==> config.mk <==
export PLATFORM = sky130hd
export DESIGN_NAME = pipe_reg_skid
export DESIGN_NICKNAME = d
export VERILOG_FILES = /design/src/rtl/pipe_reg_skid.sv
export SDC_FILE = /design/constraint.sdc
export NUM_CORES = 1
export LEC_CHECK = 0
export ABC_AREA = 0
export BUFFER_PORTS_ARGS = -buffer_cell sky130_fd_sc_hd__buf_2
export CORE_MARGIN = 2
export CORE_UTILIZATION = 40
export CTS_BUF_LIST = sky130_fd_sc_hd__clkbuf_8
export DETAILED_ROUTE_END_ITERATION = 8
export PLACE_DENSITY = 0.67
export SETUP_SLACK_MARGIN = 0.2
export SYNTH_ARGS = -nofsm -noshare
export SYNTH_HDL_FRONTEND = slang
export SYNTH_SLANG_ARGS = --single-unit
==> constraint.sdc <==
create_clock -name clk -period 2.1 [get_ports clk]
set_input_delay 0.42 -clock clk [delete_from_list [all_inputs] [get_ports clk]]
set_output_delay 0.42 -clock clk [all_outputs]
set_load 0.03 [all_outputs]
==> src/rtl/pipe_reg_skid.sv <==
// Inter-stage pipeline register with valid/ready handshake, 2-entry skid and synchronous flush.
// Optional stall-cycle counter output enabled by defining PIPE_REG_STALL_CNT_EN.
module pipe_reg_skid #(
  parameter int              DATA_W   = 160,
  parameter int              INSTR_W  = 32,
  parameter int              PC_W     = 32,
  parameter logic [PC_W-1:0] PC_RESET = 32'h00003000
) (
  input  logic               clk,
  input  logic               reset,
  input  logic               flush,
  input  logic               in_valid,
  output logic               in_ready,
  input  logic [PC_W-1:0]    in_pc,
  input  logic [INSTR_W-1:0] in_instr,
  input  logic [DATA_W-1:0]  in_data,
  output logic               out_valid,
  input  logic               out_ready,
  output logic [PC_W-1:0]    out_pc,
  output logic [INSTR_W-1:0] out_instr,
  output logic [DATA_W-1:0]  out_data
`ifdef PIPE_REG_STALL_CNT_EN
  ,
  output logic [31:0]        stall_cycles
`endif
);

  typedef enum logic [1:0] {
    EMPTY = 2'd0,
    ONE   = 2'd1,
    TWO   = 2'd2
  } occ_t;

  occ_t               state_r, state_s;
  logic               in_ready_r;
  logic               out_valid_r;
  logic [PC_W-1:0]    m_pc_r, m_pc_s;
  logic [INSTR_W-1:0] m_instr_r, m_instr_s;
  logic [DATA_W-1:0]  m_data_r, m_data_s;
  logic [PC_W-1:0]    s_pc_r, s_pc_s;
  logic [INSTR_W-1:0] s_instr_r, s_instr_s;
  logic [DATA_W-1:0]  s_data_r, s_data_s;
  logic               accept_s;
  logic               emit_s;

  assign accept_s  = in_valid & in_ready_r;
  assign emit_s    = out_valid_r & out_ready;

  assign in_ready  = in_ready_r;
  assign out_valid = out_valid_r;
  assign out_pc    = m_pc_r;
  assign out_instr = m_instr_r;
  assign out_data  = m_data_r;

  // Next occupancy and storage contents; M is cleared to a nop whenever it goes empty.
  always_comb begin
    state_s   = state_r;
    m_pc_s    = m_pc_r;
    m_instr_s = m_instr_r;
    m_data_s  = m_data_r;
    s_pc_s    = s_pc_r;
    s_instr_s = s_instr_r;
    s_data_s  = s_data_r;
    if (flush) begin
      // Flush beats a same-cycle accept; the incoming entry is discarded.
      state_s   = EMPTY;
      m_pc_s    = PC_RESET;
      m_instr_s = {INSTR_W{1'b0}};
      m_data_s  = {DATA_W{1'b0}};
      s_pc_s    = {PC_W{1'b0}};
      s_instr_s = {INSTR_W{1'b0}};
      s_data_s  = {DATA_W{1'b0}};
    end else begin
      case (state_r)
        EMPTY: begin
          if (accept_s) begin
            state_s   = ONE;
            m_pc_s    = in_pc;
            m_instr_s = in_instr;
            m_data_s  = in_data;
          end else begin
            state_s = EMPTY;
          end
        end
        ONE: begin
          if (accept_s && emit_s) begin
            m_pc_s    = in_pc;
            m_instr_s = in_instr;
            m_data_s  = in_data;
          end else if (accept_s) begin
            state_s   = TWO;
            s_pc_s    = in_pc;
            s_instr_s = in_instr;
            s_data_s  = in_data;
          end else if (emit_s) begin
            // PC stays visible so the bubble still carries its position.
            state_s   = EMPTY;
            m_instr_s = {INSTR_W{1'b0}};
            m_data_s  = {DATA_W{1'b0}};
          end else begin
            state_s = ONE;
          end
        end
        TWO: begin
          if (emit_s) begin
            state_s   = ONE;
            m_pc_s    = s_pc_r;
            m_instr_s = s_instr_r;
            m_data_s  = s_data_r;
          end else begin
            state_s = TWO;
          end
        end
        default: begin
          state_s   = EMPTY;
          m_pc_s    = PC_RESET;
          m_instr_s = {INSTR_W{1'b0}};
          m_data_s  = {DATA_W{1'b0}};
        end
      endcase
    end
  end

  // State and storage registers; handshake flags are derived from the next state so they stay registered.
  always_ff @(posedge clk or negedge reset) begin
    if (!reset) begin
      state_r     <= EMPTY;
      in_ready_r  <= 1'b1;
      out_valid_r <= 1'b0;
      m_pc_r      <= PC_RESET;
      m_instr_r   <= {INSTR_W{1'b0}};
      m_data_r    <= {DATA_W{1'b0}};
      s_pc_r      <= {PC_W{1'b0}};
      s_instr_r   <= {INSTR_W{1'b0}};
      s_data_r    <= {DATA_W{1'b0}};
    end else begin
      state_r     <= state_s;
      in_ready_r  <= (state_s != TWO);
      out_valid_r <= (state_s != EMPTY);
      m_pc_r      <= m_pc_s;
      m_instr_r   <= m_instr_s;
      m_data_r    <= m_data_s;
      s_pc_r      <= s_pc_s;
      s_instr_r   <= s_instr_s;
      s_data_r    <= s_data_s;
    end
  end

`ifdef PIPE_REG_STALL_CNT_EN
  logic [31:0] stall_cnt_r;

  assign stall_cycles = stall_cnt_r;

  // Saturating count of cycles where a valid entry is held back by downstream; flush does not clear it.
  always_ff @(posedge clk or negedge reset) begin
    if (!reset) begin
      stall_cnt_r <= 32'd0;
    end else if (out_valid_r && !out_ready && (stall_cnt_r != 32'hFFFFFFFF)) begin
      stall_cnt_r <= stall_cnt_r + 32'd1;
    end else begin
      stall_cnt_r <= stall_cnt_r;
    end
  end
`endif

endmodule

# Yosys cells after proc, flatten, opt, wreduce, memory -nomap -nowiden
# Index checks and enable logic that the tools add are counted.
totals:
  in_bits: 229
  register_bits: 452
  output_inout_bits: 226
  word_cells: 63
classes:
  n_bitwise: 2
  mux: 35
  eq_ne: 9
  n_reduce_logical: 8
ops:
  columns: ["cell", "n"]
  rows:
  - ["160-bit 2-to-1 mux", 9]
  - ["32-bit 2-to-1 mux", 16]
  - ["160-bit case mux with 3 select lines", 1]
  - ["32-bit case mux with 3 select lines", 2]
  - ["3-bit inequality test (second input constant)", 3]
  - ["2-bit 2-to-1 mux", 4]
  - ["4-bit inequality test (second input constant)", 2]
  - ["2-bit case mux with 3 select lines", 1]
  - ["3-bit AND reduction", 2]
  - ["2-bit nonzero test", 3]
  - ["2-bit inequality test (second input constant)", 2]
  - ["4-bit AND reduction", 1]
  - ["1-bit AND", 2]
  - ["2-bit by 1-bit equality test with 1-bit output (second input constant)", 1]
  - ["2-bit equality test (second input constant)", 1]
  - ["2-bit zero test", 1]
  - ["1-bit 2-to-1 mux", 2]
  - ["1-bit logical AND", 1]

# Logic depth before layout (Yosys ltp)
# Gate-level depths: netlist of run 1.
depth:
  depth_word: 7
  ltp_mapped: 7

# Least setup slack after synthesis of run 1
# Ideal clock, no wire load.
synth_path:
  path_type: "register -> register"
  from: "reg out_valid_r (netlist: out_valid)"
  to: "reg m_pc_r[0] (netlist: out_pc[0])"
  path_stages_with_launch: 6
  setup_time_ns: 0.125
  required_ns: 1.975
  synth_period_minus_slack_ns: 1.927
  arrival_time_ns: 1.802
  slack_ns: 0.173
  n_path_buf: 1
  path_cell_list: "dfrtp_1 a21bo_2 a31o_2 a21oi_2 buf_4 mux2_2"
synth_via:
  elab_chain_cells: 4
  elab_cells_between_ends: 5
  cone_classes: "eq/ne (2); bitwise (1); reduce/logical (2)"
synth_rtl:
  columns: ["item", "line_no", "text"]
  rows:
  - ["start: declaration", "36", "logic out_valid_r;"]
  - ["start signal: assignment", "139", "out_valid_r <= (state_s != EMPTY);"]
  - ["1-bit AND *", "47", "assign emit_s = out_valid_r & out_ready;"]
  - ["1-bit logical AND", "86", "if (accept_s && emit_s) begin"]
  - ["3-bit inequality test (no line)", null, null]
  - ["3-bit AND reduction (no line) *", null, null]
  - ["end signal: assignment", "140", "m_pc_r <= m_pc_s;"]
  - ["end: declaration", "37", "logic [PC_W-1:0] m_pc_r, m_pc_s;"]
# Every way passes the cells marked *; elsewhere a longest branch is shown, timed or not.
# A chain may end at the register's enable or synchronous reset.

# Worst setup path in the final report of run 1
layout_path:
  from: "reg out_valid_r (netlist: out_valid)"
  to: "reg s_data_r[15]"
layout_via:
  elab_chain_cells: 4
layout_rtl:
  columns: ["item", "line_no", "text"]
  rows:
  - ["1-bit AND", "47", null]
  - ["1-bit logical AND", "86", null]
  - ["2-bit inequality test (no line)", null, null]
  - ["3-bit AND reduction (no line)", null, null]
  - ["end signal: assignment", "135", "s_data_r <= {DATA_W{1'b0}};"]
  - ["end signal: assignment", "145", "s_data_r <= s_data_s;"]
  - ["end: declaration", "42", "logic [DATA_W-1:0] s_data_r, s_data_s;"]
# Every way passes these cells.

==> results of run 1 <==
==> metrics by stage <==
stage / TNS, ns / util, % / cells / hold WS, ns
final: 0 / 56.69 / 3305 / 0.06038
after detailed placement: -2.141 / 47.35 / 2916 / 0.3600
after CTS: 0 / 56.00 / 3286 / 0.004052
after floorplan: 0 / - / 1963 / 0.1244
after global routing: 0 / 56.69 / 3305 / 0.01388
after global placement: -1.138 / 47.35 / 2916 / 0.3541
==> layout make-up <==
type | instances | share of cell area (%)
antenna | 3 | 0.02851
clock buffer | 98 | 5.122
clock inverter | 44 | 1.335
inverter | 1 | 0.01425
multi-input combinational | 1340 | 25.89
sequential | 452 | 42.98
tap | 607 | 2.884
timing repair buffer | 760 | 21.75
==> cells by family after synthesis <==
| group | share of synthesized area (%) |
|---|---|
| AO/OA/AOI/OAI | 20.70 |
| AND/OR/NAND/NOR | 13.35 |
| multiplexers | 1.915 |
| flip-flops | 60.14 |
| buffers and inverters | 3.891 |
==> final timing paths <==
kind,depth (start not counted),start,endpoint
max,5,out_valid,s_data_r[15]
min,3,in_instr[9],s_instr_r[9]
max reg2reg,5,out_valid,s_data_r[15]
min reg2reg,2,out_data[90],out_data[90]
max in group asynchronous,4,reset,out_data[103]
min in group asynchronous,2,reset,s_data_r[0]
==> worst min-delay path, stage by stage <==
cell	delay, ns
buf_2	0.13
nand2_1	0.06
a21oi_1	0.06
==> power breakdown <==
group	switching (mW)	internal, mW
Sequential	0.375	9.34
Clock	3.71	4.95
Combinational	3.03	1.70
==> state kept, by name (all words and copies together), names as in the netlist <==
register   count
out_instr     32
out_valid      1
out_data     160
s_instr_r     32
in_ready       1
state_r        2
s_data_r     160
out_pc        32
s_pc_r        32
==> layer usage <==
layer | up-vias | track usage (%) | routed length (um)
met1 | 8889 | 31.97 | 25500
met3 | 163 | 6.799 | 5099
met2 | 805 | 39.72 | 30670
met4 | 2 | 10.05 | 2130
li1 | 8092 | - | -
met5 | - | 0 | 13
==> timing repair <==
item / in CTS / in global routing
gates cloned: 1 / 7
endpoints found under the setup margin: 96 / 288
buffers inserted: 2 / 9
endpoints found under the hold margin: 285 / 0
hold buffers: 225 / 0
pin swaps: 2 / 3
resized for setup: 4 / 38
==> cells in the final DEF, fill, tap and decap left out, types with 2 or more instances in the layout <==
| cell | netlist | layout |
|---|---|---|
| a21o_1 | 4 | 3 |
| a21oi_1 | 227 | 226 |
| a22o_1 | 30 | 30 |
| a22oi_1 | 192 | 192 |
| buf_12 | 0 | 23 |
| buf_16 | 0 | 5 |
| buf_2 | 63 | 451 |
| buf_4 | 3 | 37 |
| buf_6 | 0 | 5 |
| buf_8 | 0 | 6 |
| bufinv_16 | 0 | 6 |
| clkbuf_16 | 0 | 6 |
| clkbuf_8 | 0 | 99 |
| clkinv_2 | 0 | 10 |
| clkinvlp_4 | 0 | 3 |
| dfrtp_1 | 449 | 446 |
| dfrtp_2 | 0 | 3 |
| dfstp_2 | 3 | 3 |
| diode_2 | 0 | 3 |
| dlygate4sd3_1 | 0 | 225 |
| inv_1 | 1 | 25 |
| mux2_2 | 32 | 32 |
| nand2_1 | 643 | 643 |
| nor2_1 | 4 | 4 |
| nor2b_4 | 0 | 2 |
| o21ai_0 | 140 | 124 |
| o21ai_1 | 52 | 68 |
| o32a_1 | 2 | 2 |
==> qor.yml, run 1 <==
synth_top_area_share_pct: 59.72
power.total_mw: 23.10
die_area_mm2: 0.04878
multi_input_area_mm2: 0.006818
drcViolationCount: 0
arrival_ns: 2.35
drive_gt1_share_pct: 26.01
hold_viol: 0
worst_ir_drop_vdd_v: 0.0006464
firstDrtPassIters: 5
rsz0062_at_grt: "true"
power.density_mw_per_mm2: 877.0
fill_cells: 3985
relSlewSlack_pct: 24.80
postSynthRegisterBits: 452
synth_top_area_cell: "dfrtp_1"
grt_max_degree: 125
dieHeight_um: 220.9
yosysMostFrequentCell: "nand2_1"
slew_violations: 0
yosys-top-cells-area: "dfrtp_1 (60%), nand2_1 (13%), a22oi_1 (7.7%)"
slowest_stage: "dfrtp_2"
cap_violations: 0
worst-path-buf-inv: 1
worst_slack_ns: 0.2095
yosysSeqAreaShare_pct: 60.14
setup_viol: 0
area_growth_pct: 39.98
synth_top_cells_by_count: "nand2_1 (643), dfrtp_1 (449), a21oi_1 (227)"
synth_edf_count: 0
postRouteAntennaNets: 0
totalWireLength_um: 63420
grt-ovfl-total: 0
gp_congestion: 0.8147
register_area_mm2: 0.01132
core_mm2: 0.04646
fmax_mhz: 529.0
clock_latency_ns: 0.66
h-tree-depth: 3
nets: 2862
critPathLaunchType: "flop"
initial_core_util_pct: 40.50
synth.net_count: 2192
fin_crit_ns: 1.890
synth_cells: 1963
cts_tree: "done"
initialDrtViolationCount: 1575
place_ws_ns: -0.09453
yosys_most_used_dff: "dfrtp_1"
syn_avg_cell_area_um2: 9.584
fin_worst_skew_ns: 0.02596
async_reset_ff_share_pct: 100.0
vias: 17951
io_pins: 455
min_period_over_period_pct: 90.02
critPathRequiredTime_ns: 2.56
netlist_area_mm2: 0.01881
cts.clk_slew.worst_paths_ns: 0.06
yosysUniqueCellTypes: 30
antenna_found_initial: 4
slowest_delay_ns: 0.45
grt_pass1_vias: 17965
io_buffer_count: 454
detail_route.wl_per_cell_um: 19.19
worstMarginPinSlew_ns: 1.128
fin_area_mm2: 0.02634
numCtsBuffers: 78
leakage_nw: 12.70
outcome: "finished, final reports clean"
cts_buffer_depth: 3
ys_warn_count: 0
die-width_um: 220.9
cts-root-buf: "clkbuf_8"
hp-class: "primary input to flop"
criticalPathCategory: "flop to flop"
grt_first_pass_wirelength_um: 98330
placementRows: 79
cts_sinks: 452
track_usage_pct: 24.81
path_cells: "a21bo_2 -> or3_4 -> buf_12 -> nand2_1 -> a21oi_1"
placed_area_mm2: 0.02200
crit_fanout: 72
end_kind: "flop"
dp_hpwl_um: 37450
cpLargestDelayFamily: "simple AND/OR/NAND/NOR gates"
routed_via_density: 5.431
reg2reg_slack_ns: 0.21
Note: power is estimated with default switching activity, not from simulation.
==> inputs of run 2 (changes only) <==
--- a/config.mk
+++ b/config.mk
@@ -6,7 +6,7 @@
 export NUM_CORES = 1
 export LEC_CHECK = 0
 export ABC_AREA = 0
-export BUFFER_PORTS_ARGS = -buffer_cell sky130_fd_sc_hd__buf_2
+export BUFFER_PORTS_ARGS = -buffer_cell sky130_fd_sc_hd__buf_4
 export CORE_MARGIN = 2
 export CORE_UTILIZATION = 40
 export CTS_BUF_LIST = sky130_fd_sc_hd__clkbuf_8
==> qor.yml, run 2 (same netlist as run 1, synthesis figures left out) <==
fin_area_mm2: 0.02656  # was 0.02634 mm^2
mostFrequentLayoutCells: "nand2_1 (642), buf_4 (496), dfrtp_1 (447)"  # was nand2_1 (643), buf_2 (451), dfrtp_1 (446)
place_ws_ns: 0.1139  # was -0.09453 ns
vias: 17367  # was 17951
slowest_delay_ns: 0.45  # about the same
initial_core_util_pct: 40.50  # unchanged
fmax_mhz: 529.4  # was 529.0 MHz
wl_met3_um: 5421  # was 5099 um
placementRows: 79  # unchanged
dp_hpwl_um: 38140  # was 37450 um
rr_startpoint: "out_valid"  # unchanged
core_mm2: 0.04646  # unchanged
grt_first_pass_wirelength_um: 95230  # was 98330 um
antenna_found_initial: 3  # was 4
critPathRequiredTime_ns: 2.61  # was 2.56 ns
leakage_nw: 12.57  # was 12.70 nW
slowest_stage: "dfrtp_2"  # unchanged
firstDrtPassIters: 5  # unchanged
cts-root-buf: "clkbuf_8"  # unchanged
cts.clk_slew.worst_paths_ns: 0.06  # about the same
crit_start: "out_valid"  # unchanged
io_pins: 455  # unchanged
initialDrtViolationCount: 1426  # was 1575
fin_crit_ns: 1.889  # was 1.890 ns
met1_length_um: 25670  # was 25500 um
numCtsBuffers: 77  # was 78
grt_pass1_vias: 17202  # was 17965
drcViolationCount: 0  # unchanged
final_common_cell: "nand2_1"  # unchanged
rsz0062_at_grt: "true"  # unchanged
arrival_ns: 2.39  # was 2.35 ns
detail_route.wl_per_cell_um: 19.77  # was 19.19 um
track_usage_pct: 24.14  # was 24.81%
outcome: "finished, final reports clean"  # unchanged
criticalPathCategory: "flop to flop"  # unchanged
die_area_mm2: 0.04878  # unchanged
dieHeight_um: 220.9  # unchanged
cts_tree: "done"  # unchanged
hold_viol: 0  # unchanged
hp-class: "primary input to flop"  # unchanged
crit_fanout: 8  # was 72
fin_worst_skew_ns: 0.03264  # was 0.02596 ns
clock_latency_ns: 0.64  # was 0.66 ns
nets: 2766  # was 2862
cts_buffer_depth: 3  # unchanged
fill_cells: 3954  # was 3985
worstMarginPinSlew_ns: 0.6057  # was 1.128 ns
grt-ovfl-total: 0  # unchanged
cap_violations: 0  # unchanged
end_kind: "flop"  # unchanged
cpLargestDelayFamily: "compound AO/OA/AOI/OAI gates"  # was simple AND/OR/NAND/NOR gates
reg2reg_slack_ns: 0.21  # about the same
relSlewSlack_pct: 59.62  # was 24.80%
worst_slack_ns: 0.2109  # was 0.2095 ns
power.density_mw_per_mm2: 853.1  # was 877.0 mW/mm^2
grt_max_degree: 108  # was 125
setup_viol: 0  # unchanged
top_layer: "met5"  # unchanged
worst_ir_drop_vdd_v: 0.0005499  # was 0.0006464 V
placed_area_mm2: 0.02331  # was 0.02200 mm^2
slew_violations: 0  # unchanged
whs_ns: 0.04795  # was 0.06038 ns
dr_wl_met2_um: 30310  # was 30670 um
die-width_um: 220.9  # unchanged
h-tree-depth: 3  # unchanged
routed_via_density: 5.422  # was 5.431
tns_ns: 0  # unchanged
totalWireLength_um: 63330  # was 63420 um
critPathLaunchType: "flop"  # unchanged
postRouteAntennaNets: 0  # unchanged
drive_gt1_share_pct: 27.72  # was 26.01%
gp_congestion: 0.8368  # was 0.8147
hp-start: "in_data[120]"  # was in_instr[9]
cts_sinks: 452  # unchanged
worst-path-buf-inv: 1  # unchanged
path_cells: "a21bo_4 -> a31o_4 -> a21oi_4 -> bufbuf_16 -> mux2_2"  # was a21bo_2 -> or3_4 -> buf_12 -> nand2_1 -> a21oi_1
min_period_over_period_pct: 89.96  # was 90.02%
io_buffer_count: 454  # unchanged
area_growth_pct: 41.19  # was 39.98%
run 2: cell types whose count changed in the layout (fill, tap and decap cells not counted), sizes merged:
cell and delta:
buf +15, clkbuf +8, clkinv +1, inv -1, dlygate4sd3 -117, bufinv -6, clkinvlp -1, diode -1
run 2: where the power goes:
| part | switching [mW] | total, mW | internal, mW |
|---|---|---|---|
| Clock | 3.62 | 7.85 | 4.23 |
| Combinational | 3.02 | 5.08 | 2.05 |
| Sequential | 0.397 | 9.74 | 9.34 |
run 2: worst paths after layout:
check	cells past startpoint	endpoint
max	5	out_pc[5]
min	3	s_data_r[120]
max reg2reg	5	out_pc[5]
min reg2reg	2	out_data[108]
max in group asynchronous	4	out_pc[18]
min in group asynchronous	2	out_data[1]
run 2: worst register-to-register path: stages, from the launching register on:
cell and delay, ns:
dfrtp_2 0.45, a21bo_4 0.26, a31o_4 0.24, a21oi_4 0.19, bufbuf_16 0.31, mux2_2 0.33
run 2: what timing repair did:
action / 4_1_cts / 5_1_grt
endpoints found under the hold margin: 143 / 0
setup endpoints to repair: 44 / 346
setup buffers: 8 / 9
cloned: 2 / 13
resized for setup: 4 / 34
hold buffers: 108 / 0
pin swaps: 2 / 5
run 2: metrics by stage:
step | utilization [%] | total power [mW] | std cells
2_1_floorplan | - | 12.16 | 1963
3_5_place_dp | 50.18 | 14.40 | 2925
6_report | 57.17 | 22.66 | 3203
5_1_grt | 57.17 | 23.67 | 3203
3_3_place_gp | 50.18 | 14.32 | 2925
4_1_cts | 56.09 | 22.53 | 3179
run 2: area by class of cell:
type                            instances  area [um^2]  area share [%]
Timing Repair Buffer                  665         6083           22.90
Antenna cell                            2        5.005         0.01884
Clock inverter                         37        170.2          0.6406
Tap cell                              607        759.5           2.859
Multi-Input combinational cell       1340         6860           25.83
Clock buffer                           99         1363           5.130
Inverter                                1        3.754         0.01413
Sequential cell                       452        11320           42.61
run 2: layer usage:
metal,vias to the layer above,GRT usage (%)
li1,7910,-
met1,8584,31.61
met2,744,38.27
met3,127,6.931
met4,2,8.811
met5,-,0
